`config.mk`:
```
export PLATFORM = sky130hd
export DESIGN_NAME = panel_scan_scheduler
export DESIGN_NICKNAME = d
export VERILOG_FILES = /design/src/rtl/panel_scan_pkg.sv /design/src/rtl/scan_tick_gen.sv /design/src/rtl/panel_scan_scheduler.sv
export SDC_FILE = /design/constraint.sdc
export NUM_CORES = 1
export LEC_CHECK = 0
export BUFFER_PORTS_ARGS = -buffer_cell sky130_fd_sc_hd__clkbuf_2
export CORE_ASPECT_RATIO = 0.8
export CORE_MARGIN = 4
export CORE_UTILIZATION = 50
export CTS_BUF_LIST = sky130_fd_sc_hd__clkbuf_16
export DETAILED_ROUTE_END_ITERATION = 8
export PLACE_DENSITY = 0.72
export SYNTH_ARGS = -nofsm -noshare
export SYNTH_HDL_FRONTEND = slang
export SYNTH_SLANG_ARGS = --single-unit
```
`constraint.sdc`:
```
create_clock -name clk -period 6.3 [get_ports clk]
set_input_delay 0.315 -clock clk [delete_from_list [all_inputs] [get_ports clk]]
set_output_delay 0.315 -clock clk [all_outputs]
set_load 0.005 [all_outputs]
```
`src/rtl/panel_scan_pkg.sv`:
```
// panel_scan_pkg: state encodings, default geometry and frame-pair timing helper
package panel_scan_pkg;
  localparam int CLK_DIV_DEF = 4;
  localparam int OUT_BITS_DEF = 32;
  localparam int IN_BITS_DEF = 24;
  localparam int GAP_TICKS_DEF = 16;
  typedef logic [2:0] state_t;
  localparam state_t S_IDLE = 3'd0;
  localparam state_t S_OUT_SHIFT = 3'd1;
  localparam state_t S_OUT_LATCH = 3'd2;
  localparam state_t S_IN_LOAD = 3'd3;
  localparam state_t S_IN_SHIFT = 3'd4;
  localparam state_t S_GAP = 3'd5;
  function automatic int frame_ticks(input int out_bits, input int in_bits, input int gap_ticks);
    return 2 * out_bits + 2 + 2 + 2 * in_bits + gap_ticks;
  endfunction
endpackage

```
`src/rtl/scan_tick_gen.sv`:
```
// scan_tick_gen: CLK_DIV prescaler emitting a one-clk tick, with synchronous clear
module scan_tick_gen #(
  parameter int CLK_DIV = 4
) (
  input  logic clk,
  input  logic rst,
  input  logic clr,
  output logic tick
);
  localparam int W = CLK_DIV > 1 ? $clog2(CLK_DIV) : 1;
  logic [W-1:0] cnt;
  assign tick = cnt == W'(CLK_DIV - 1);
  always_ff @(posedge clk)
    if (rst || clr || tick) cnt <= '0;
    else cnt <= cnt + 1'b1;
endmodule

```
`src/rtl/panel_scan_scheduler.sv`:
```
// panel_scan_scheduler: alternates 595 lamp output frames and 165 switch input frames.
// Define PANEL_SCAN_CONFIRM_EN to publish an input frame only when two consecutive captures agree.
module panel_scan_scheduler
  import panel_scan_pkg::*;
#(
  parameter int CLK_DIV = CLK_DIV_DEF,
  parameter int OUT_BITS = OUT_BITS_DEF,
  parameter int IN_BITS = IN_BITS_DEF,
  parameter int GAP_TICKS = GAP_TICKS_DEF
) (
  input  logic clk,
  input  logic reset,
  input  logic scan_en,
  input  logic refresh,
  input  logic [OUT_BITS-1:0] out_data_0,
  input  logic [OUT_BITS-1:0] out_data_1,
  output logic [IN_BITS-1:0] in_data_0,
  output logic [IN_BITS-1:0] in_data_1,
  output logic [IN_BITS-1:0] in_data_2,
  output logic in_valid,
  output logic busy,
  output logic out_srclk,
  output logic out_rclk,
  output logic out_ser_0,
  output logic out_ser_1,
  output logic in_clk,
  output logic in_shldn,
  input  logic in_qh_0,
  input  logic in_qh_1,
  input  logic in_qh_2
);
  state_t state, state_n;
  logic ph, tick, gap_exit, start, sample, fin, publish;
  logic last_out, last_in, last_gap;
  logic [15:0] bcnt;
  logic [OUT_BITS-1:0] osr0, osr1;
  logic [IN_BITS-1:0] cap0, cap1, cap2, nxt0, nxt1, nxt2;
  logic [3*IN_BITS-1:0] frame;
  scan_tick_gen #(.CLK_DIV(CLK_DIV)) u_tick (
    .clk(clk),
    .rst(reset),
    .clr(state == S_IDLE || gap_exit),
    .tick(tick)
  );
  assign last_out = bcnt == 16'(OUT_BITS - 1);
  assign last_in = bcnt == 16'(IN_BITS - 1);
  assign last_gap = bcnt == 16'(GAP_TICKS - 1);
  assign gap_exit = state == S_GAP && (refresh || (tick && last_gap));
  assign start = scan_en && (state == S_IDLE || gap_exit);
  assign sample = state == S_IN_SHIFT && tick && !ph;
  assign fin = sample && last_in;
  assign nxt0 = {cap0[IN_BITS-2:0], in_qh_0};
  assign nxt1 = {cap1[IN_BITS-2:0], in_qh_1};
  assign nxt2 = {cap2[IN_BITS-2:0], in_qh_2};
  assign frame = {nxt0, nxt1, nxt2};
`ifdef PANEL_SCAN_CONFIRM_EN
  logic [3*IN_BITS-1:0] cand;
  assign publish = frame == cand;
  always_ff @(posedge clk)
    if (reset) cand <= '0;
    else if (fin) cand <= frame;
`else
  assign publish = 1'b1;
`endif
  always_comb begin
    state_n = state;
    case (state)
      S_IDLE:      state_n = scan_en ? S_OUT_SHIFT : S_IDLE;
      S_OUT_SHIFT: state_n = tick && ph && last_out ? S_OUT_LATCH : state;
      S_OUT_LATCH: state_n = tick && ph ? S_IN_LOAD : state;
      S_IN_LOAD:   state_n = tick && ph ? S_IN_SHIFT : state;
      S_IN_SHIFT:  state_n = tick && ph && last_in ? S_GAP : state;
      S_GAP:       state_n = gap_exit ? (scan_en ? S_OUT_SHIFT : S_IDLE) : state;
      default:     state_n = S_IDLE;
    endcase
  end
  // bcnt counts bits in the shift states and ticks in GAP; it restarts on every state entry
  always_ff @(posedge clk)
    if (reset) begin
      state <= S_IDLE;
      ph <= 1'b0;
      bcnt <= '0;
      osr0 <= '0;
      osr1 <= '0;
      cap0 <= '0;
      cap1 <= '0;
      cap2 <= '0;
      in_data_0 <= '0;
      in_data_1 <= '0;
      in_data_2 <= '0;
      in_valid <= 1'b0;
    end else begin
      state <= state_n;
      in_valid <= 1'b0;
      if (state_n != state) begin
        ph <= 1'b0;
        bcnt <= '0;
      end else if (tick) begin
        ph <= !ph;
        if (ph || state == S_GAP) bcnt <= bcnt + 16'd1;
      end
      if (start) begin
        osr0 <= out_data_0;
        osr1 <= out_data_1;
      end else if (state == S_OUT_SHIFT && tick && ph) begin
        osr0 <= osr0 << 1;
        osr1 <= osr1 << 1;
      end
      if (sample) begin
        cap0 <= nxt0;
        cap1 <= nxt1;
        cap2 <= nxt2;
      end
      if (fin && publish) begin
        in_data_0 <= nxt0;
        in_data_1 <= nxt1;
        in_data_2 <= nxt2;
        in_valid <= 1'b1;
      end
    end
  assign busy = state != S_IDLE;
  assign out_srclk = state == S_OUT_SHIFT && ph;
  assign out_rclk = state == S_OUT_LATCH && !ph;
  assign out_ser_0 = osr0[OUT_BITS-1];
  assign out_ser_1 = osr1[OUT_BITS-1];
  assign in_shldn = !(state == S_IN_LOAD && !ph);
  assign in_clk = state == S_IN_SHIFT && ph;
endmodule

```
==> parameters.txt, run 1 <==
Parameter                              Value

Run status
  Run status    finished clean

Synthesis
  Number of distinct library cell variants in the gate-level netlist after synthesis    between 40 and 50
  Post-synth top area cell    dfxtp_1
  Post-synth ARST share    0
  Fraction of synthesized cell area taken by the top area cell type    0.496
  Average cell area after synthesis    between 8 and 9 µm²
  Leading post-synthesis cells by cell area    dfxtp_1 (50%), nand2_1 (17%), a311oi_2 (9.8%)
  Cell area after synthesis    a little over 9000 µm²
  Cell with the most instances after synthesis    nand2_1
  Commonest cells post-synth    nand2_1 (418), dfxtp_1 (228), a21oi_1 (146)
  Register area share after synthesis    0.496
  Syn Inst Count    approximately 1100
  Synthesized Nets    1200
  Post-synth EDFFs    0
  Dominant synthesized flop cell    dfxtp_1
  Number of warnings issued by yosys    0
  Flop and latch count out of synthesis    about 230

Power
  Seq pwr share    0.489
  Maximum resistive drop on vdd    0.203 mV
  Internal cell power    about 2.4 mW
  Share of total power consumed by net switching    0.213
  Pwr Density    between 200 and 300 nW/µm²
  Reported net switching power    650 µW
  Combinational fraction of design power    0.050
  LEAKAGE    a little under 4 nW
  Clock network fraction of design power    0.461

Global routing
  Number of antenna violations at the first check in global routing    0
  Met2 usage    0.284
  Fraction of met1 tracks used by global routing    0.286
  Routing usage on met3    0.0382
  Pin count of the biggest net entering global routing    141
  Global-route wire length before repair    approximately 35000 µm
  Number of global-route vias before repair    a little over 7000
  Total GRT Usage    0.193
  Overflow left after global routing    0
  Most utilized layer in the global route result    met1

STA
  Fin Clk Skew    around 0.013 ns
  Final clock period utilization by the worst path    0.482
  Final hold viol count    0
  RSZ-0062 raised after global routing    no
  Max Clock Freq    about 0.33 GHz
  Number of pins with negative max-slew slack in the final report    0
  Actual transition at the worst max-transition pin    1.14 ns
  Final worst slack    3.26 ns
  Time the final worst path needs with I/O delays and setup    slightly above 3 ns
  Headroom to the max-slew limit    0.242
  Sum of negative setup slack    0 ns
  Final number of setup-violating endpoints    0

Critical path
  Critical Path Source    u_tick.cnt[0]
  CP Data Arrival Time    3.35 ns
  Endpoint kind of the worst setup timing path    flop
  Data required time at the worst endpoint    approximately 6.6 ns
  Crit path largest cell delay    approximately 0.58 ns
  Type of element launching the critical path    flop
  Kind of cell adding the most delay to the critical path    simple AND/OR/NAND/NOR gates
  Combined buffer and inverter count along the critical path    1
  Cells along the critical path    ha_1 > nand4_1 > o41ai_4 > nand2_4 > buf_4 > nor2_1 > a311oi_2
  Worst-path fanout max    95
  RR Startpoint    u_tick.cnt[0]
  Slowest cell on the critical path    buf_4
  Critical setup path kind    flop to flop

CTS
  Largest buffer count on any clock path    3
  TritonCTS clock tree    done
  Clock root buffer    clkbuf_16
  Source-to-sink clock delay at the later pin of the worst-skew pair    0.50 ns
  Post-cts sizing count    0
  Htree depth    1
  Buffers inserted during post-CTS setup optimization    0
  CTS sink count    228
  Post-CTS Hold Buffers    0
  Clock buffers created by TritonCTS    23
  CTS clk-pin slew, worst paths    ~0.06 ns

Floorplan
  Height of the die    between 100 and 150 µm
  Number of core rows    44
  Initial core utilization    0.508
  Die span in x    between 150 and 200 µm
  Ports    about 150
  Die outline area    20700 µm²
  Standard cell core area    between 15000 and 20000 µm²

Final layout
  Layout fillers    1655
  N_diodes    0
  Final core occ    0.593
  Final non-filler cell total    1469
  Area overhead of the layout relative to synthesis    16.6%
  Area taken by flip-flops and latches    around 4600 µm²
  Share of post-route cells with drive strength above 1    0.211
  Footprint of the multi-input gates    about 4300 µm²
  Post-layout net count    around 1300

Drt
  Final ANT Viol Nets    0
  Aggregate routed wire length    20800 µm
  Count of vias placed by the detailed router    just under 8000
  Number of design rule violations left after detail routing    0
  Vias per cell    5.28
  Detailed-routing iteration count for the pre-antenna-repair pass    5
  Mean routed wirelength per cell    ~14 µm
  DRC marker count from the first detailed-route iteration    roughly 540

Placement
  Detailed placer's ending HPWL    12400 µm
  Input/output buffers    150
  Cell total after placement    approximately 1400
  Placement-stage worst setup slack    ~3.2 ns
  Final weighted congestion in routability-driven placement    ~0.84

Hold path
  Launch point of the worst hold path    in_qh_0
  Classification of the worst-slack hold path    primary input to flop

Flow run
  Max-capacitance violation count    0
## cells by family after synthesis
logic type	after synthesis	synth area share
AOI/OAI and AO/OA	230	0.198
adders and majority gates	2	0.00272
DFF	228	0.496
buffers and inverters	91	0.0435
muxes	1	0.00109
xor gates and xnor gates	16	0.0152
and+or+nand+nor	559	0.243
## power by group through the flow
stage	sequential, mW	combinational [mW]	clock, mW
after floorplan	1.52	0.120	0
after global placement	1.53	0.149	0
after detailed placement	1.52	0.153	0
after CTS	1.49	0.153	1.44
after global routing	1.50	0.170	1.50
final	1.49	0.153	1.41
## final cells by class
cell class | count | share of cell area
tap | 230 | 0.0268
sequential | 228 | 0.425
multi-input combinational | 808 | 0.397
clock buffer | 23 | 0.0536
clock inverter | 18 | 0.0193
timing repair buffer | 158 | 0.0763
inverter | 4 | 0.00140
## worst register-to-register path, cell delays in order, from the launching register on
cell and delay, ns:
dfxtp_1 0.33, ha_1 0.44, nand4_1 0.27, o41ai_4 0.52, nand2_4 0.34, buf_4 0.58
nor2_1 0.31, a311oi_2 0.07
## placed cells by master (no fill, tap or decap), types with 3 or more instances in the layout
cell,n
nor4_1,3
xor2_1,8
and4_1,3
a311oi_2,60
clkbuf_2,149
xnor2_1,8
buf_4,8
inv_1,7
dfxtp_1,228
o21ai_0,6
o31ai_1,3
nor3_1,4
nand2_1,418
clkbuf_16,23
nor2_1,87
clkinv_1,6
clkinv_2,3
and3_1,5
a21oi_1,146
nand4_1,4
bufinv_16,5
a31oi_1,4
nand3_1,13
## metal layers
layer | wire [µm] | share of wire
met5 | 0 | 0
met4 | 653 | 0.031
met3 | 1050 | 0.051
met2 | 8920 | 0.43
met1 | 10200 | 0.49
## registers in the layout, indices dropped and copies added, names as in the netlist
name        flops
ph              1
in_data_2      24
cap2           23
osr1           32
state           3
cap1           23
u_tick.cnt      2
in_data_1      24
in_valid        1
in_data_0      24
osr0           32
bcnt           16
cap0           23
## through the flow
stage          instance area [µm²]  total power [mW]  hold slack, ns
6_report                     10700              3.06          0.0572
5_1_grt                      10700              3.17          0.0392
4_1_cts                      10700              3.09          0.0365
3_5_place_dp                  9950              1.68           0.443
3_3_place_gp                  9950              1.68           0.423
2_1_floorplan                 9200              1.64           0.413
## path summary, 6_finish.rpt
| path | endpoint | slack [ns] | depth (start not counted) |
|---|---|---|---|
| hold / removal | in_data_0[0] | 0.06 | 3 |
| setup / recovery | osr0[11] | 3.26 | 7 |
| hold reg to reg | in_data_2[14] | 0.45 | 2 |
| setup reg to reg | osr0[11] | 3.26 | 7 |
Note: power is estimated with default switching activity, not from simulation.
==> inputs of run 2 (changes only) <==
Settings changed: ABC_AREA set to 1.
Clock period 6.3 ns to 3 ns, I/O delays scaled along.
==> run 2 against run 1 <==
Net effect: sequential power is 110% higher; design area is 5.6% higher; highest routed layer unchanged; critical path type unchanged; non-clock buffer count is 74 higher; synthesized cell count is 5.5% higher; die area is 1.8% lower; wire length is 7.9% higher; clock skew is 0.0051 ns lower; via count is 8.3% higher; fmax is 34% higher.
==> parameters.txt, run 2 <==
Parameter                              Value

Synthesis
  Fraction of synthesized cell area taken by the top area cell type    0.506
  Post-synth ARST share    0
  Number of warnings issued by yosys    0
  Post-synth top area cell    dfxtp_1
  Dominant synthesized flop cell    dfxtp_1
  Leading post-synthesis cells by cell area    dfxtp_1 (51%), a21oi_1 (8.6%), nand2_1 (7.1%)
  Synthesized Nets    about 1300
  Cell with the most instances after synthesis    dfxtp_1
  Syn Inst Count    1189
  Commonest cells post-synth    dfxtp_1 (228), nand2_1 (170), a21oi_1 (155)
  Number of distinct library cell variants in the gate-level netlist after synthesis    34
  Register area share after synthesis    0.506
  Cell area after synthesis    between 9000 and 10000 µm²
  Post-synth EDFFs    0
  Average cell area after synthesis    around 7.6 µm²
  Flop and latch count out of synthesis    about 230

Global routing
  Number of antenna violations at the first check in global routing    0
  Global-route wire length before repair    between 30000 and 40000 µm
  Total GRT Usage    0.215
  Pin count of the biggest net entering global routing    87
  Number of global-route vias before repair    a little under 8000
  Overflow left after global routing    0

STA
  Final hold viol count    0
  Max Clock Freq    0.442 GHz
  Final number of setup-violating endpoints    0
  Actual transition at the worst max-transition pin    0.807 ns
  Final clock period utilization by the worst path    0.754
  RSZ-0062 raised after global routing    no
  Sum of negative setup slack    0 ns
  Fin Clk Skew    0.00813 ns
  Time the final worst path needs with I/O delays and setup    ~2.3 ns
  Final worst slack    roughly 0.74 ns
  Number of pins with negative max-slew slack in the final report    0
  Headroom to the max-slew limit    0.462

Run status
  Run status    finished clean

Placement
  Detailed placer's ending HPWL    13300 µm
  Placement-stage worst setup slack    0.763 ns
  Input/output buffers    150
  Final weighted congestion in routability-driven placement    roughly 0.80

Floorplan
  Height of the die    about 130 µm
  Initial core utilization    0.515
  Standard cell core area    ~18000 µm²
  Die outline area    just over 20000 µm²
  Ports    between 150 and 200
  Number of core rows    43
  Die span in x    approximately 160 µm

Final layout
  Area overhead of the layout relative to synthesis    25.6%
  Leading cell types in the layout, fill and taps excluded    dfxtp_1 (228), nand2_1 (169), a21oi_1 (155), clkbuf_2 (149), nor2_1 (142)
  Largest registers    osr0: 32 flops, osr1: 32 flops
  Most frequent standard cell in the layout excluding fill and tap cells    dfxtp_1
  Share of post-route cells with drive strength above 1    0.163
  Final core occ    0.647
  Post-layout net count    1434
  N_diodes    0

CTS
  Htree depth    1
  Post-cts sizing count    0
  Clock root buffer    clkbuf_16
  Source-to-sink clock delay at the later pin of the worst-skew pair    0.50 ns
  CTS clk-pin slew, worst paths    ~0.070 ns
  Clock buffers created by TritonCTS    23
  CTS sink count    228
  TritonCTS clock tree    done
  Largest buffer count on any clock path    3
  Buffers inserted during post-CTS setup optimization    0

Power
  Maximum resistive drop on vdd    0.375 mV
  Clock network fraction of design power    0.478
  Pwr Density    roughly 610 nW/µm²
  Reported net switching power    roughly 1.5 mW
  Share of total power consumed by net switching    0.215
  Internal cell power    5.39 mW
  Seq pwr share    0.456
  Combinational fraction of design power    0.066
  LEAKAGE    approximately 4.6 nW

Critical path
  Cells along the critical path    ha_1 > nand2_1 > nor2_2 > nand3_2 > nand2_1 > nand2_1 > nand2_2 > nand2_2 > buf_4 > nor2_1 > nor3_1
  Crit path largest cell delay    0.38 ns
  CP Data Arrival Time    between 2 and 3 ns
  Endpoint kind of the worst setup timing path    flop
  Reg-to-reg critical path endpoint    osr0[26]
  RR Startpoint    bcnt[0]
  CP dominant cell by count    nand2_1
  Critical setup path kind    flop to flop
  Worst Reg-to-Reg Cells    11
  Slowest cell on the critical path    nand2_2
  Worst setup slack for register-to-register paths    about 0.74 ns
  Worst-path fanout max    36
  Data required time at the worst endpoint    about 3.4 ns
  Type of element launching the critical path    flop

Flow run
  Max-capacitance violation count    0

Drt
  DRC marker count from the first detailed-route iteration    a little under 600
  Mean routed wirelength per cell    14.0 µm
  Vias per cell    around 5.2
  Count of vias placed by the detailed router    roughly 8400
  Final ANT Viol Nets    0
  Detailed-routing iteration count for the pre-antenna-repair pass    5
  Number of design rule violations left after detail routing    0
  Aggregate routed wire length    between 20000 and 25000 µm

Hold path
  Classification of the worst-slack hold path    primary input to flop
  Launch point of the worst hold path    refresh
  Endpoint with the worst hold slack    state[2]
  Number of cells traversed by the worst hold path    4
## run 2: cell types whose count changed after synthesis, sizes merged, moves of 20 or more
cell and change:
buf +20, nor2 +59, nand3 +32, inv +94, a311oi -60, clkbuf -22, nand2 -244, nor3 +57
o21ai +138
## run 2: critical path: cells and delay by family, from the launching register on
kind	cells	cell delay [ns]
buf+inv	1	0.35
simple gates	9	1.20
flops	1	0.37
fa+ha+maj	1	0.18
## run 2: per-layer routing
layer / vias to the layer above / share of wire / track usage
met1: 3837 / 0.47 / 0.305
met5: - / 0 / 0
li1: 4245 / - / -
met4: 0 / 0.034 / 0.0667
met3: 65 / 0.054 / 0.0348
met2: 242 / 0.44 / 0.338
## run 2: cell type report
class	count	area [µm²]
Clock inverter	18	292
Clock buffer	23	576
Inverter	98	368
Tap cell	225	282
Multi-Input combinational cell	778	3710
Sequential cell	228	4560
Timing Repair Buffer	232	1550
Fill cell	1530	6200
## run 2: metrics by stage
stage / instances / cell area [µm²] / total power, mW / hold WS (ns)
floorplan: 1189 / 9030 / 3.47 / 0.293
global placement: 1494 / 9800 / 3.57 / 0.393
detailed placement: 1494 / 9800 / 3.58 / 0.397
CTS: 1602 / 11300 / 6.91 / 0.0196
global route: 1602 / 11300 / 7.11 / 0.0477
finish: 1602 / 11300 / 6.86 / 0.0350
## run 2: timing repair
item / CTS / global route
endpoints found under the setup margin: 0 / 0
hold buffers: 67 / 0
hold endpoints to repair: 70 / 0
## run 2: worst max-delay path by stage
stage / start / to / slack (ns) / cells past startpoint
6_report: bcnt[0] / osr0[26] / 0.74 / 11
5_1_grt: bcnt[0] / osr1[15] / 0.44 / 11
4_1_cts: bcnt[0] / osr0[26] / 0.74 / 11
3_5_place_dp: bcnt[0] / osr0[26] / 0.76 / 11
3_3_place_gp: bcnt[0] / osr0[15] / 0.81 / 11
2_1_floorplan: bcnt[0] / osr0[1] / 1.28 / 11
## run 2: cells by family after synthesis
| group | count (synthesis) | share of synthesized area |
|---|---|---|
| fa+ha+maj | 2 | 0.00277 |
| simple gates | 440 | 0.209 |
| buf+inv | 183 | 0.0844 |
| compound gates | 322 | 0.185 |
| xor+xnor | 14 | 0.0136 |
| flops | 228 | 0.506 |
## run 2: power by group through the flow
stage | sequential [mW] | clock (mW) | combinational [mW]
after floorplan | 3.19 | 0 | 0.277
after global placement | 3.20 | 0 | 0.374
after detailed placement | 3.20 | 0 | 0.376
after CTS | 3.13 | 3.33 | 0.449
after global routing | 3.14 | 3.46 | 0.511
final | 3.13 | 3.28 | 0.454
==> inputs of run 3 (changes only) <==
Settings changed: PLACE_DENSITY 0.72 to 0.75.
Clock period 3 ns to 1.9 ns, I/O delays scaled along.
==> run 3 against run 2 <==
Net effect: hold slack better by 0.097 ns; critical path depth stayed put; die area stayed put; final cell count is 1.6% higher; sequential share of layout area is 0.75 points lower; sequential power is 58% higher; fmax is 23% higher; clock power is 23% higher; critical path type unchanged; largest power group is now sequential cells.
==> parameters.txt, run 3 (synthesis gave the netlist of run 2 again) <==
Parameter                              Value

Run status
  Run status    finished clean

STA
  Final worst slack    around 0.057 ns
  Sum of negative setup slack    0 ns
  Final hold viol count    0
  Max Clock Freq    ~0.54 GHz
  Time the final worst path needs with I/O delays and setup    approximately 1.8 ns
  Final number of setup-violating endpoints    0
  Fin Clk Skew    0.00918 ns
  Headroom to the max-slew limit    0.580
  Final clock period utilization by the worst path    0.970
  Actual transition at the worst max-transition pin    about 0.63 ns
  Number of pins with negative max-slew slack in the final report    0

Critical path
  Worst Reg-to-Reg Cells    11
  Type of element launching the critical path    flop
  CP Data Arrival Time    2.20 ns
  Worst-path fanout max    17
  Critical setup path kind    flop to flop
  Endpoint kind of the worst setup timing path    flop
  Data required time at the worst endpoint    2.26 ns

Global routing
  Global-route wire length before repair    ~38000 µm
  Number of antenna violations at the first check in global routing    1
  Pin count of the biggest net entering global routing    122
  Total GRT Usage    0.221
  Overflow left after global routing    0
  Number of global-route vias before repair    7928

Floorplan
  Height of the die    between 100 and 150 µm
  Ports    ~150
  Standard cell core area    about 18000 µm²
  Die span in x    158 µm
  Die outline area    approximately 20000 µm²
  Number of core rows    43
  Initial core utilization    0.515

CTS
  Source-to-sink clock delay at the later pin of the worst-skew pair    about 0.50 ns
  Clock root buffer    clkbuf_16
  Largest buffer count on any clock path    3
  CTS clk-pin slew, worst paths    0.06 ns
  Htree depth    1
  CTS sink count    approximately 230
  TritonCTS clock tree    done
  Clock buffers created by TritonCTS    23

Power
  Internal cell power    about 7.5 mW
  Combinational fraction of design power    0.084
  LEAKAGE    between 4 and 5 nW
  Overall power after layout    slightly below 10 mW
  Reported net switching power    between 2 and 2.5 mW
  Pwr Density    ~850 nW/µm²
  Clock network fraction of design power    0.411
  Share of total power consumed by net switching    0.239
  Maximum resistive drop on vdd    slightly below 0.6 mV
  Seq pwr share    0.505

Final layout
  Area overhead of the layout relative to synthesis    28.1%
  Post-layout net count    1459
  Share of post-route cells with drive strength above 1    0.179
  Largest registers    osr0: 32 flops, osr1: 32 flops
  Most frequent standard cell in the layout excluding fill and tap cells    dfxtp_1
  Layout fillers    around 1500
  Total non-filler cell area in the finished layout    between 10000 and 15000 µm²
  Leading cell types in the layout, fill and taps excluded    dfxtp_1 (226), nand2_1 (165), a21oi_1 (155), clkbuf_2 (149), nor2_1 (141)

Drt
  Mean routed wirelength per cell    between 15 and 20 µm
  Final ANT Viol Nets    0
  Detailed-routing iteration count for the pre-antenna-repair pass    5
  Count of vias placed by the detailed router    between 8000 and 9000
  Number of design rule violations left after detail routing    0
  Aggregate routed wire length    roughly 24000 µm
  DRC marker count from the first detailed-route iteration    733
  Vias per cell    between 5 and 6

Placement
  Final weighted congestion in routability-driven placement    0.819
  Input/output buffers    150
  Detailed placer's ending HPWL    about 14000 µm
  Placement-stage worst setup slack    0.0310 ns
  Placed inst area    10000 µm²

Hold path
  Classification of the worst-slack hold path    primary input to flop
  Number of cells traversed by the worst hold path    5

Flow run
  Max-capacitance violation count    0
-- run 3: cell count changes in the layout (fill, tap and decap cells not counted), moves of 2 or more --
cell / change
clkinv_1: +6
bufinv_16: -8
nand2_1: -4
buf_12: +8
clkbuf_16: +3
ha_1: -2
dfxtp_1: -2
nand2_4: +2
dfxtp_2: +2
buf_6: +4
buf_4: +9
-- run 3: power groups by stage --
stage,logic (mW),clock network [mW],registers [mW]
CTS,0.735,4.08,4.95
global placement,0.611,0,5.05
finish,0.827,4.02,4.95
floorplan,0.438,0,5.04
detailed placement,0.619,0,5.05
global route,0.916,4.29,4.96
-- run 3: area by class of cell --
cell class	instances	area [µm²]	share of cell area
flip-flops and latches	228	4570	0.395
multi-input cells	778	3780	0.327
repair buffers	257	1910	0.165
clock buffers	23	576	0.0498
inverters	98	368	0.0318
well taps	225	282	0.0244
clock inverters	17	76.3	0.00660
diodes	1	2.50	0.000216
-- run 3: worst max-delay path, stage by stage (launching register included) --
cell and delay [ns]:
dfxtp_2 0.34, ha_2 0.20, nand2_4 0.08, nor2_4 0.16, nand3_2 0.11, nand2_2 0.09
nand2_2 0.06, nand2_4 0.14, nand2_8 0.09, clkbuf_16 0.20, nor2_1 0.15, nor3_1 0.09
-- run 3: final timing paths --
check,from,end,slack (ns)
hold / removal,reset,osr0[31],0.13
setup reg to reg,bcnt[1],osr0[28],0.06
setup / recovery,bcnt[1],osr0[28],0.06
hold reg to reg,u_tick.cnt[0],u_tick.cnt[0],0.45
-- run 3: metal layers --
layer	vias up	wire length [µm]	track usage
met3	76	1440	0.0388
met2	292	11200	0.345
met5	-	0	0
met1	3965	11000	0.313
met4	0	773	0.0662
li1	4306	-	-
-- run 3: what timing repair did --
action                                  CTS  global route
hold buffers                             68             0
hold endpoints to repair                 71             0
setup buffers                             0             2
gates resized for setup                   0            20
endpoints found under the setup margin    0           177
-- run 3: through the flow --
stage | utilization | hold slack [ns] | cells
2_1_floorplan | - | 0.238 | 1189
3_3_place_gp | 0.572 | 0.337 | 1511
3_5_place_dp | 0.572 | 0.348 | 1511
4_1_cts | 0.648 | 0.0757 | 1619
5_1_grt | 0.659 | 0.138 | 1627
6_report | 0.659 | 0.132 | 1627
